==> src/rtl/timer_intr_pkg.sv <==
// Shared constants for the timer interrupt controller.
// Holds the register map and the control/status bit positions.
package timer_intr_pkg;

  localparam logic [7:0] ADDR_IER = 8'h00;
  localparam logic [7:0] ADDR_IPR = 8'h01;
  localparam logic [7:0] ADDR_IVR = 8'h02;
  localparam logic [7:0] ADDR_ICR = 8'h03;

  localparam int ICR_GIE   = 0;
  localparam int IVR_VALID = 7;

endpackage

==> src/rtl/intr_prio_enc.sv <==
// Lowest-index-first priority encoder for the interrupt controller.
// Bit 0 has the highest priority; id is 0 when nothing is requested.
module intr_prio_enc #(
  parameter int N_SRC = 8
) (
  input  logic [N_SRC-1:0] req,
  output logic [2:0]       id,
  output logic             valid
);

  always_comb begin
    id    = '0;
    valid = |req;
    // Scan downward so the lowest set bit is the last assignment.
    for (int i = N_SRC - 1; i >= 0; i--) begin
      if (req[i]) id = 3'(i);
    end
  end

endmodule

==> src/rtl/timer_intr_ctrl.sv <==
// Interrupt controller behind the timer: edge-detects request lines into a
// pending register, masks them and drives a registered irq plus vector id.
module timer_intr_ctrl
  import timer_intr_pkg::*;
#(
  parameter int N_SRC  = 8,
  parameter int ADDR_W = 8,
  parameter int DATA_W = 8
) (
  input  logic              pclk,
  input  logic              preset,
  input  logic              psel,
  input  logic              penable,
  input  logic              pwrite,
  input  logic [ADDR_W-1:0] paddr,
  input  logic [DATA_W-1:0] pwdata,
  output logic [DATA_W-1:0] prdata,
  output logic              pready,
  output logic              pslverr,
  input  logic [N_SRC-1:0]  irq_src,
  input  logic              irq_ack,
  output logic              irq,
  output logic [2:0]        irq_id
);

  logic [N_SRC-1:0] ier_q, ier_d;
  logic [N_SRC-1:0] ipr_q, ipr_d;
  logic [N_SRC-1:0] src_q, src_d;
  logic             gie_q, gie_d;
  logic             irq_q, irq_d;

  logic             access;
  logic             wr_en;
  logic             sel_ier, sel_ipr, sel_ivr, sel_icr;
  logic             addr_ok;
  logic [N_SRC-1:0] rise;
  logic [N_SRC-1:0] ack_mask;
  logic [N_SRC-1:0] active;
  logic             act_valid;
  logic [DATA_W-1:0] rd_data;

  assign active = ipr_q & ier_q;

  intr_prio_enc #(.N_SRC(N_SRC)) u_prio (
    .req   (active),
    .id    (irq_id),
    .valid (act_valid)
  );

  always_comb begin
    access  = psel & penable;
    wr_en   = access & pwrite;
    sel_ier = (paddr == ADDR_W'(ADDR_IER));
    sel_ipr = (paddr == ADDR_W'(ADDR_IPR));
    sel_ivr = (paddr == ADDR_W'(ADDR_IVR));
    sel_icr = (paddr == ADDR_W'(ADDR_ICR));
    addr_ok = sel_ier | sel_ipr | sel_ivr | sel_icr;

    rd_data = '0;
    if (sel_ier) rd_data[N_SRC-1:0] = ier_q;
    if (sel_ipr) rd_data[N_SRC-1:0] = ipr_q;
    if (sel_ivr) begin
      rd_data[IVR_VALID] = irq_q;
      rd_data[2:0]       = irq_id;
    end
    if (sel_icr) rd_data[ICR_GIE] = gie_q;

    prdata  = access ? rd_data : '0;
    pslverr = access & ~addr_ok;
    pready  = 1'b1;
  end

  always_comb begin
    src_d = irq_src;
    rise  = irq_src & ~src_q;

    ier_d = ier_q;
    if (wr_en && sel_ier) ier_d = pwdata[N_SRC-1:0];

    gie_d = gie_q;
    if (wr_en && sel_icr) gie_d = pwdata[ICR_GIE];

    ack_mask = '0;
    if (irq_ack && irq_q) begin
      for (int i = 0; i < N_SRC; i++) begin
        if (i == int'(irq_id)) ack_mask[i] = 1'b1;
      end
    end

    // Clears first, then new edges OR in so a simultaneous event is kept.
    ipr_d = ipr_q & ~ack_mask;
    if (wr_en && sel_ipr) ipr_d = ipr_d & pwdata[N_SRC-1:0];
    ipr_d = ipr_d | rise;

    irq_d = gie_q & act_valid;
  end

  always_ff @(posedge pclk) begin
    if (preset) begin
      ier_q <= '0;
      ipr_q <= '0;
      src_q <= '0;
      gie_q <= 1'b0;
      irq_q <= 1'b0;
    end else begin
      ier_q <= ier_d;
      ipr_q <= ipr_d;
      src_q <= src_d;
      gie_q <= gie_d;
      irq_q <= irq_d;
    end
  end

  assign irq = irq_q;

endmodule

==> config.mk <==
export PLATFORM = sky130hd
export DESIGN_NAME = timer_intr_ctrl
export DESIGN_NICKNAME = d
export VERILOG_FILES = /design/src/rtl/timer_intr_pkg.sv /design/src/rtl/intr_prio_enc.sv /design/src/rtl/timer_intr_ctrl.sv
export SDC_FILE = /design/constraint.sdc
export NUM_CORES = 1
export LEC_CHECK = 0
export ABC_AREA = 1
export CORE_MARGIN = 2
export CORE_UTILIZATION = 50
export CTS_CLUSTER_DIAMETER = 100
export CTS_CLUSTER_SIZE = 10
export DETAILED_ROUTE_END_ITERATION = 7
export PLACE_DENSITY = 0.83
export SYNTH_ARGS = -nofsm -noshare
export SYNTH_HDL_FRONTEND = slang
export SYNTH_SLANG_ARGS = --single-unit
==> constraint.sdc <==
create_clock -name pclk -period 2.4 [get_ports pclk]
set_clock_uncertainty 0.15 [all_clocks]
set_input_delay 0.24 -clock pclk [delete_from_list [all_inputs] [get_ports pclk]]
set_output_delay 0.24 -clock pclk [all_outputs]
set_load 0.03 [all_outputs]
# == Yosys cells after proc, flatten, opt, wreduce, memory -nomap -nowiden ==
# Index checks and enable logic that the tools add are counted.
# totals
wordCells,61
output_inout_bits,14
input_bits,30
register_bits,26
# op_classes
bitwise_logic,15
muxes,24
reduce_logical,7
eq_ne,10
# op_table
cell,n
8-bit 2-to-1 mux,5
8-bit AND,4
3-bit 2-to-1 mux,9
"8-bit by 2-bit == test with 1-bit output, second input constant",2
8-bit NOT,2
"3-bit == test, first input constant",4
1-bit 2-to-1 mux,10
"8-bit by 1-bit == test with 1-bit output, second input constant",1
8-bit zero test,1
8-bit OR,1
8-bit OR reduction,1
"2-bit by 3-bit == test with 1-bit output, first input constant",2
1-bit AND,4
1-bit logical AND,4
"1-bit by 3-bit == test with 1-bit output, first input constant",1
3-bit zero test,1
1-bit OR,3
1-bit NOT,1

# == Longest topological paths before layout ==
# Gate-level depths: netlist of run 1.
# depth
depth_word,17
ltp_mapped,12

# == By module ==
# From an unflattened synthesis of run 1, not the netlist that was laid out.
# hier_totals
hier_cells,251
area_unflattened_um2,1606.5
# modules_own_cells
module,seq_area_each_um2,n_inst,cells_each,area_per_inst_um2
timer_intr_ctrl,520.5,1,229,1507.7
intr_prio_enc,0.0,1,22,98.8

# == Least setup slack after synthesis of run 1 ==
# No wires, ideal clock.
# synth_timing
path_kind,register to output
from,reg ipr_q[0]
to,out prdata[2]
path_buffers,0
stages_incl_launch_ff,8
required_ps,2010
slack_ps,353
arrival_time_ps,1657
path_cell_list,dfxtp_1 > nand2_2 > nand2_2 > nor2_2 > inv_2 > nor2_2 > o21ai_0 > a31oi_1
# synth_between
elab_chain_cells,4
# synth_rtl
item,line,rtl
from (decl),timer_intr_ctrl.sv:27,"logic [N_SRC-1:0] ipr_q, ipr_d;"
from (signal assigned),timer_intr_ctrl.sv:107,ipr_q <= ipr_d;
8-bit AND,timer_intr_ctrl.sv:42,assign active = ipr_q & ier_q;
3-bit 2-to-1 mux,intr_prio_enc.sv:16,if (req[i]) id = 3'(i);
via irq_id[2],timer_intr_ctrl.sv:23,output logic [2:0] irq_id
3-bit 2-to-1 mux,timer_intr_ctrl.sv:62,if (sel_ivr) begin
8-bit 2-to-1 mux,timer_intr_ctrl.sv:68,prdata = access ? rd_data : '0;
to (decl),timer_intr_ctrl.sv:17,"output logic [DATA_W-1:0] prdata,"
# The timed path passes the listed nets, and every way through them passes these cells.

# == Worst setup path after layout of run 1 ==
# layout_timing
from,reg ipr_q[7]
to,out irq_id[1]
# layout_between
elab_chain_cells,9
# layout_rtl
item,line
8-bit AND,timer_intr_ctrl.sv:42
3-bit 2-to-1 mux (8 in series),intr_prio_enc.sv:16
to (decl),timer_intr_ctrl.sv:23
# No other way between the ends.

==> results of run 1 <==
per-stage QoR:
step                      setup WS, ps  total power [mW]
after floorplan                  353.0            0.5280
after global placement           274.2            0.5916
after detailed placement         219.7            0.5938
after CTS                        14.81            0.7671
after global routing             76.61            0.7966
final                            180.9            0.7630
routing by layer:
metal  routed length (um)  part of all wire, %
met1                 1540                   45
met2                 1501                   44
met3                  311                  9.2
met4                   36                  1.1
met5                    0                    0
worst max-delay path, stage by stage, from the launching register on:
cell	delay, ps
sky130_fd_sc_hd__dfxtp_1	380
sky130_fd_sc_hd__nand2_1	90
sky130_fd_sc_hd__nand2_1	90
sky130_fd_sc_hd__nand3_1	110
sky130_fd_sc_hd__a21oi_4	150
sky130_fd_sc_hd__clkdlybuf4s50_1	700
repair_timing:
| item | in CTS | in global routing |
|---|---|---|
| buffers inserted | 0 | 0 |
| endpoints found under the setup margin | 0 | 2 |
| resized for setup | 0 | 2 |
state kept, by name (all words and copies together) (netlist names):
register  count
irq           1
ier_q         8
ipr_q         8
gie_q         1
src_q         8
cell families (layout without fill, tap and decap cells):
logic type	Yosys count	count (layout)	share of synthesized area (%)
flops	26	26	34.78
buf+inv	46	92	12.62
simple gates	121	121	39.88
compound gates	30	30	12.46
other cells	1	1	0.2506
cell usage in the layout (no fill, tap or decap), types with 2 or more instances in the layout:
cell type and n:
sky130_fd_sc_hd__nand4_1 4, sky130_fd_sc_hd__buf_4 15, sky130_fd_sc_hd__inv_1 35, sky130_fd_sc_hd__nor2_1 11
sky130_fd_sc_hd__nand3_1 16, sky130_fd_sc_hd__inv_2 4, sky130_fd_sc_hd__clkdlybuf4s50_1 31, sky130_fd_sc_hd__nor2_2 3
sky130_fd_sc_hd__clkinv_1 2, sky130_fd_sc_hd__o21ai_0 3, sky130_fd_sc_hd__dlymetal6s2s_1 2, sky130_fd_sc_hd__dfxtp_1 26
sky130_fd_sc_hd__nand2_1 72, sky130_fd_sc_hd__o211ai_1 9, sky130_fd_sc_hd__nor2_4 3, sky130_fd_sc_hd__nand2_2 2
sky130_fd_sc_hd__a21oi_1 15, sky130_fd_sc_hd__a31oi_1 2, sky130_fd_sc_hd__clkbuf_4 3, sky130_fd_sc_hd__nand3_2 2
layout make-up:
type                    instances  area [um2]  share of cell area [%]
multi-input cells             152       787.0                   39.94
well taps                      31       38.79                   1.968
flip-flops and latches         26       520.5                   26.41
clock buffers                   3       22.52                   1.143
inverters                      41       153.9                   7.810
repair buffers                 48       447.9                   22.73
synth_stat cells:
master	count
sky130_fd_sc_hd__nand3_4	1
sky130_fd_sc_hd__inv_2	4
sky130_fd_sc_hd__a31oi_1	2
sky130_fd_sc_hd__nor4_2	1
sky130_fd_sc_hd__nor2_8	1
sky130_fd_sc_hd__buf_2	1
sky130_fd_sc_hd__dfxtp_1	26
sky130_fd_sc_hd__nor2_1	11
sky130_fd_sc_hd__nor3_1	1
sky130_fd_sc_hd__nor3_2	1
sky130_fd_sc_hd__nor4_1	1
sky130_fd_sc_hd__conb_1	1
sky130_fd_sc_hd__nand2_2	2
sky130_fd_sc_hd__a21oi_1	15
sky130_fd_sc_hd__nor2_2	3
sky130_fd_sc_hd__a21oi_4	1
sky130_fd_sc_hd__buf_4	2
sky130_fd_sc_hd__clkinv_1	2
sky130_fd_sc_hd__nand3_1	16
sky130_fd_sc_hd__o21ai_0	3
sky130_fd_sc_hd__nand2_4	1
sky130_fd_sc_hd__nand2_1	72
sky130_fd_sc_hd__nand4_2	1
sky130_fd_sc_hd__nand3_2	2
sky130_fd_sc_hd__o211ai_1	9
sky130_fd_sc_hd__buf_1	1
sky130_fd_sc_hd__nand4_1	4
sky130_fd_sc_hd__inv_1	35
sky130_fd_sc_hd__nor2_4	3
sky130_fd_sc_hd__buf_6	1
power breakdown:
group	total (mW)	switching (mW)	internal (mW)
sequential	0.464	0.0118	0.452
clock	0.179	0.121	0.0586
combinational	0.120	0.0560	0.0636
final timing paths:
kind	to	slack, ps	cells past startpoint
worst min-delay path	src_q[2]$_SDFF_PP0_	290	3
worst max-delay path	irq_id[1]	180	5
worst min register to register	ipr_q[5]$_SDFF_PP0_	320	3
worst max register to register	ipr_q[0]$_SDFF_PP0_	840	9
==> key figures, run 1 <==
Worst setup path
  – CP Data Arrival Time: 1830 ps
  – Element type at the critical path end: primary output
  – Startpoint of the worst-slack reg-to-reg timing path: ipr_q[0]$_SDFF_PP0_
  – Critical path class: flop to primary output
  – Peak fanout along the critical path: 3
  – Element type at the critical path start: flop
  – Origin of the worst setup path: ipr_q[7]$_SDFF_PP0_
  – Data required time at the worst endpoint: 2010 ps

Floorplanning
  – Vertical extent of the die: 58.71 um
  – Starting density of the core: 53.35%
  – I/O pin cnt: 44
  – Floorplan core area: 2805 um2
  – Horizontal extent of the die: between 50 and 60 um
  – Row count: 19
  – Die Footprint: ~3400 um2

Global routing
  – Met3 Usage GRT: 2.637%
  – Met1 track demand over resource in global routing: roughly 31%
  – Via count of the first global-routing pass: approximately 1300
  – Initial antenna violation count: 0
  – Most utilized layer in the global route result: met2
  – Met2 Resource Use GR: about a third
  – Largest net degree at the start of global routing: 18
  – Overall routing resource usage: 21.59%
  – Wire length of the first global-routing pass: approximately 6 mm
  – Sum of overflow across all layers after global routing: 0

Logic synthesis
  – Number of standard cells after synthesis: 224
  – Number of warning messages in the yosys log: 0
  – Sequential element share of the synthesized area: between 30% and 40%
  – Proportion of netlist area held by the largest area contributor: between 30% and 40%
  – Number of nets in the synthesized netlist: 254
  – Ranking of synthesized cells by area: sky130_fd_sc_hd__dfxtp_1, sky130_fd_sc_hd__nand2_1, sky130_fd_sc_hd__inv_1
  – Avg Inst Size Synth: between 6 and 7 um2
  – Cell area after synthesis: roughly 1500 um2
  – Cell taking the most area after synthesis: sky130_fd_sc_hd__dfxtp_1
  – Synthesized flop and latch total: 26
  – Number of library cell types mapped by synthesis: 30

Placed design
  – Port Buffers: 42
  – Weighted congestion reported at the end of routability-driven placement: between 0.8 and 0.9
  – Placed cell areas: approximately 1900 um2
  – Final HPWL DP: around 2.6 mm
  – Placed Instances: 298

Detailed routing
  – Iteration-0 DRC Markers: between 70 and 80
  – Routed WL per cell: approximately 11 um
  – Mean number of vias per cell: approximately 5
  – Number of iterations in the first detailed-routing pass: 7
  – Number of routed nets with antenna violations: 0
  – Via count: roughly 1500
  – Final WL: roughly 3.4 mm
  – Number of remaining DRC errors: 5

Clock network
  – CTS Buffer Depth: 2
  – Number of H-tree levels: 1
  – Clock edge transition at the registers on the reported setup and hold paths: roughly 140 ps
  – Post-cts hold buffer count: 0
  – CTS Buf Count: 3
  – Clock latency at the later pin of the worst-skew pair: 310 ps
  – CTS tree: done
  – Total clock sinks: 26
  – Clk Tree Root Cell: sky130_fd_sc_hd__clkbuf_4

Cells and area
  – Non-filler instance count after layout: roughly 300
  – Post-layout net count: ~300
  – Cell area after layout: 1971 um2
  – Post-layout util: a little over two thirds
  – Fillers: 259
  – Fraction of final layout cells with drive strength greater than 1: between 10% and 20%
  – Count of inserted antenna diode cells: 0
  – Post-synthesis to final-layout area growth: 31.69%

Power and ir drop
  – Worst IR drop on VDD: between 0.0003 and 0.0004 V
  – Power density normalized to cell area: 387.2 nW/um2
  – P_leak: between 0.9 and 1 nW

Run status
  – Outcome: finished, violations left
  – Failing checks: design-rule violations

STA
  – Portion of the clock cycle consumed by the worst path in the final layout: between 90 and 100%
  – Final hold slack: between 200 and 300 ps
  – Final Max Tran Viols: 0
  – Peak Freq: 450.6 MHz
  – Setup repair after global routing missed its margin: no
  – Minimum period implied by the final worst setup slack: around 2200 ps
  – Setup TNS: 0 ps
  – Final setup violation count: 0
  – Final Hold Violating Endpoints: 0

Hold path
  – Hold/Removal Path Class: input port to flop
  – Startpoint of the lowest-slack hold path: irq_src[2]

Job
  – Reported max-cap violation count: 0
(Power assumes the default switching activity.)
==> run 2: changes to the inputs <==
--- a/config.mk
+++ b/config.mk
@@ -6,12 +6,14 @@
 export NUM_CORES = 1
 export LEC_CHECK = 0
 export ABC_AREA = 1
+export CAP_MARGIN = 15
 export CORE_MARGIN = 2
 export CORE_UTILIZATION = 50
 export CTS_CLUSTER_DIAMETER = 100
 export CTS_CLUSTER_SIZE = 10
 export DETAILED_ROUTE_END_ITERATION = 7
 export PLACE_DENSITY = 0.83
+export SETUP_SLACK_MARGIN = 0.4
 export SYNTH_ARGS = -nofsm -noshare
 export SYNTH_HDL_FRONTEND = slang
 export SYNTH_SLANG_ARGS = --single-unit
==> key figures, run 2 (synthesis gave the netlist of run 1 again) <==
Worst setup path
  – CP Data Arrival Time: 1590 ps (-240 ps)
  – Element type at the critical path start: flop
  – Reg2Reg Depth: 10 (+1)
  – Data required time at the worst endpoint: 2010 ps (about the same)
  – Peak fanout along the critical path: 2 (-1)
  – Most common cell type on the critical path: sky130_fd_sc_hd__nand2_1
  – Maximum single-stage delay on the critical path: 380 ps (-320 ps)
  – Element type at the critical path end: primary output
  – Cell Chain, Critical Path: nand2_2, inv_2, nand2_2, nand2_1, nand2_1, nand2_1, nand2_1, nand2_2, buf_6, nand3_2, a21oi_2, buf_6
  – Slowest-stage cell, CP: sky130_fd_sc_hd__dfxtp_2
  – Critical path class: flop to primary output

Cells and area
  – Fillers: 211 (-19%)
  – Post-synthesis to final-layout area growth: 45.82%
  – Largest registers: ier_q (8), ipr_q (8), src_q (8)
  – Post-layout net count: 316 (+4.6%)
  – Area occupied by multi-input gates: 880.8 um2 (+12%)
  – Commonest cells after routing, fill and taps aside: sky130_fd_sc_hd__nand2_1, sky130_fd_sc_hd__inv_1, sky130_fd_sc_hd__buf_4, sky130_fd_sc_hd__clkdlybuf4s50_1, sky130_fd_sc_hd__dfxtp_2
  – Commonest non-fill, non-tap cell in the layout: sky130_fd_sc_hd__nand2_1
  – Fraction of final layout cells with drive strength greater than 1: 31.69% (+17 points)
  – Flip-flop and latch area: 540.5 um2 (+3.8%)
  – Count of inserted antenna diode cells: 0 (unchanged)

Floorplanning
  – Floorplan core area: 2805 um2 (unchanged)
  – Starting density of the core: 53.35% (unchanged)
  – Row count: 19 (unchanged)
  – Die Footprint: 3446 um2 (unchanged)
  – Vertical extent of the die: 58.71 um (unchanged)
  – Horizontal extent of the die: 58.71 um (unchanged)
  – I/O pin cnt: 44 (unchanged)

Detailed routing
  – Iteration-0 DRC Markers: 62 (-14%)
  – Mean number of vias per cell: 5.279 (+5.2%)
  – Via count: 1663 (+10%)
  – Number of remaining DRC errors: 4 (-1)
  – Number of routed nets with antenna violations: 0 (unchanged)
  – Routed WL per cell: 12.71 um (+13%)
  – Final WL: 4.004 mm (+18%)
  – Number of iterations in the first detailed-routing pass: 6 (-1)

STA
  – Setup slack of the critical path after layout: 421.4 ps (+240.5 ps)
  – Portion of the clock cycle consumed by the worst path in the final layout: 82.44% (-10 points)
  – Minimum period implied by the final worst setup slack: 1979 ps (-240.5 ps)
  – Setup repair after global routing missed its margin: yes
  – Setup TNS: 0 ps (unchanged)
  – Final Max Tran Viols: 0 (unchanged)
  – Final setup violation count: 0 (unchanged)
  – Final Hold Violating Endpoints: 0 (unchanged)
  – Peak Freq: 505.4 MHz (+12%)
  – Final hold slack: 275.7 ps (-12.29 ps)

Clock network
  – CTS Buf Count: 3 (unchanged)
  – Clock latency at the later pin of the worst-skew pair: 320 ps (about the same)
  – Clk Tree Root Cell: sky130_fd_sc_hd__clkbuf_4
  – Clock edge transition at the registers on the reported setup and hold paths: 130 ps (about the same)
  – CTS Buffer Depth: 2 (unchanged)
  – CTS tree: done
  – Total clock sinks: 26 (unchanged)
  – Number of H-tree levels: 1 (unchanged)
  – Post-cts hold buffer count: 0 (unchanged)

Run status
  – Failing checks: design-rule violations
  – Outcome: finished, violations left

Hold path
  – Hold/Removal Path Class: input port to flop
  – Worst Hold Path Cells: 3 (unchanged)

Global routing
  – Via count of the first global-routing pass: 1435 (+6.7%)
  – Sum of overflow across all layers after global routing: 0 (unchanged)
  – Overall routing resource usage: 23.59% (+2.0 points)
  – Wire length of the first global-routing pass: 6.285 mm (+7.8%)
  – Initial antenna violation count: 0 (unchanged)
  – Largest net degree at the start of global routing: 18 (unchanged)

Placed design
  – Weighted congestion reported at the end of routability-driven placement: 0.8640 (-2.5%)
  – Worst Setup Slack post-DPL: 267.9 ps (+48.25 ps)
  – Final HPWL DP: 2.725 mm (+3.9%)
  – Port Buffers: 42 (unchanged)

Power and ir drop
  – Combinational Power Share: 16.7% (+1.0 points)
  – Power density normalized to cell area: 360.9 nW/um2 (-6.8%)
  – Net switching share of the total power: 26.23% (+1.5 points)
  – Net Sw Power: 0.2066 mW (+9.5%)
  – Worst IR drop on VDD: 0.0003141 V (-10%)
  – P_leak: 1.059 nW (+9.6%)
  – Relative contribution of sequential cells to total power: 59.6% (-1.2 points)
  – Internal power: 0.5809 mW (+1.2%)
  – Clock network fraction of design power: 23.7% (+0.2 points)

Job
  – Reported max-cap violation count: 0 (unchanged)
[run 2: worst max-delay path, delay by kind of cell (launching register included)]
kind / cells / cell delay [ps]
flip-flops: 1 / 380
AO/OA/AOI/OAI: 1 / 140
buffers and inverters: 3 / 300
AND/OR/NAND/NOR: 8 / 460
[run 2: layout make-up]
cell class | count | share of cell area [%]
sequential | 26 | 24.77
timing repair buffer | 62 | 25.00
inverter | 41 | 7.053
clock buffer | 3 | 1.032
tap | 31 | 1.778
multi-input combinational | 152 | 40.37
[run 2: final timing paths]
kind         slack (ps)                   to                 from
max                 420            prdata[0]  ipr_q[7]$_SDFF_PP0_
min                 280  src_q[1]$_SDFF_PP0_           irq_src[1]
max reg2reg         860  ipr_q[5]$_SDFF_PP0_  ipr_q[7]$_SDFF_PP0_
min reg2reg         320  ipr_q[5]$_SDFF_PP0_  src_q[5]$_SDFF_PP0_
[run 2: stage by stage]
stage / power (mW) / area [um2] / util (%) / instances
final: 0.7875 / 2182 / 77.79 / 315
after global routing: 0.8241 / 2182 / 77.79 / 315
after CTS: 0.7810 / 2107 / 75.11 / 312
after detailed placement: 0.5956 / 1942 / 69.22 / 297
after global placement: 0.5922 / 1942 / 69.22 / 297
after floorplan: 0.5281 / 1503 / - / 224
[run 2: repair_timing]
item,CTS,global route
setup endpoints to repair,12,7
cloned,0,0
gates resized for setup,35,31
setup buffers,12,3
pin swaps,10,7
[run 2: routing by layer]
metal / track usage [%] / vias up / part of all wire, %
li1: - / 833 / -
met3: 2.418 / 7 / 7.3
met5: 0 / - / 0
met2: 40.93 / 62 / 48
met1: 31.10 / 761 / 44
met4: 6.818 / 0 / 1.3
[run 2: power groups by stage]
stage / clock [mW] / combinational (mW) / sequential (mW)
2_1_floorplan: 0 / 0.0575 / 0.471
4_1_cts: 0.187 / 0.128 / 0.466
3_5_place_dp: 0 / 0.121 / 0.474
6_report: 0.186 / 0.132 / 0.469
5_1_grt: 0.207 / 0.145 / 0.472
3_3_place_gp: 0 / 0.119 / 0.474
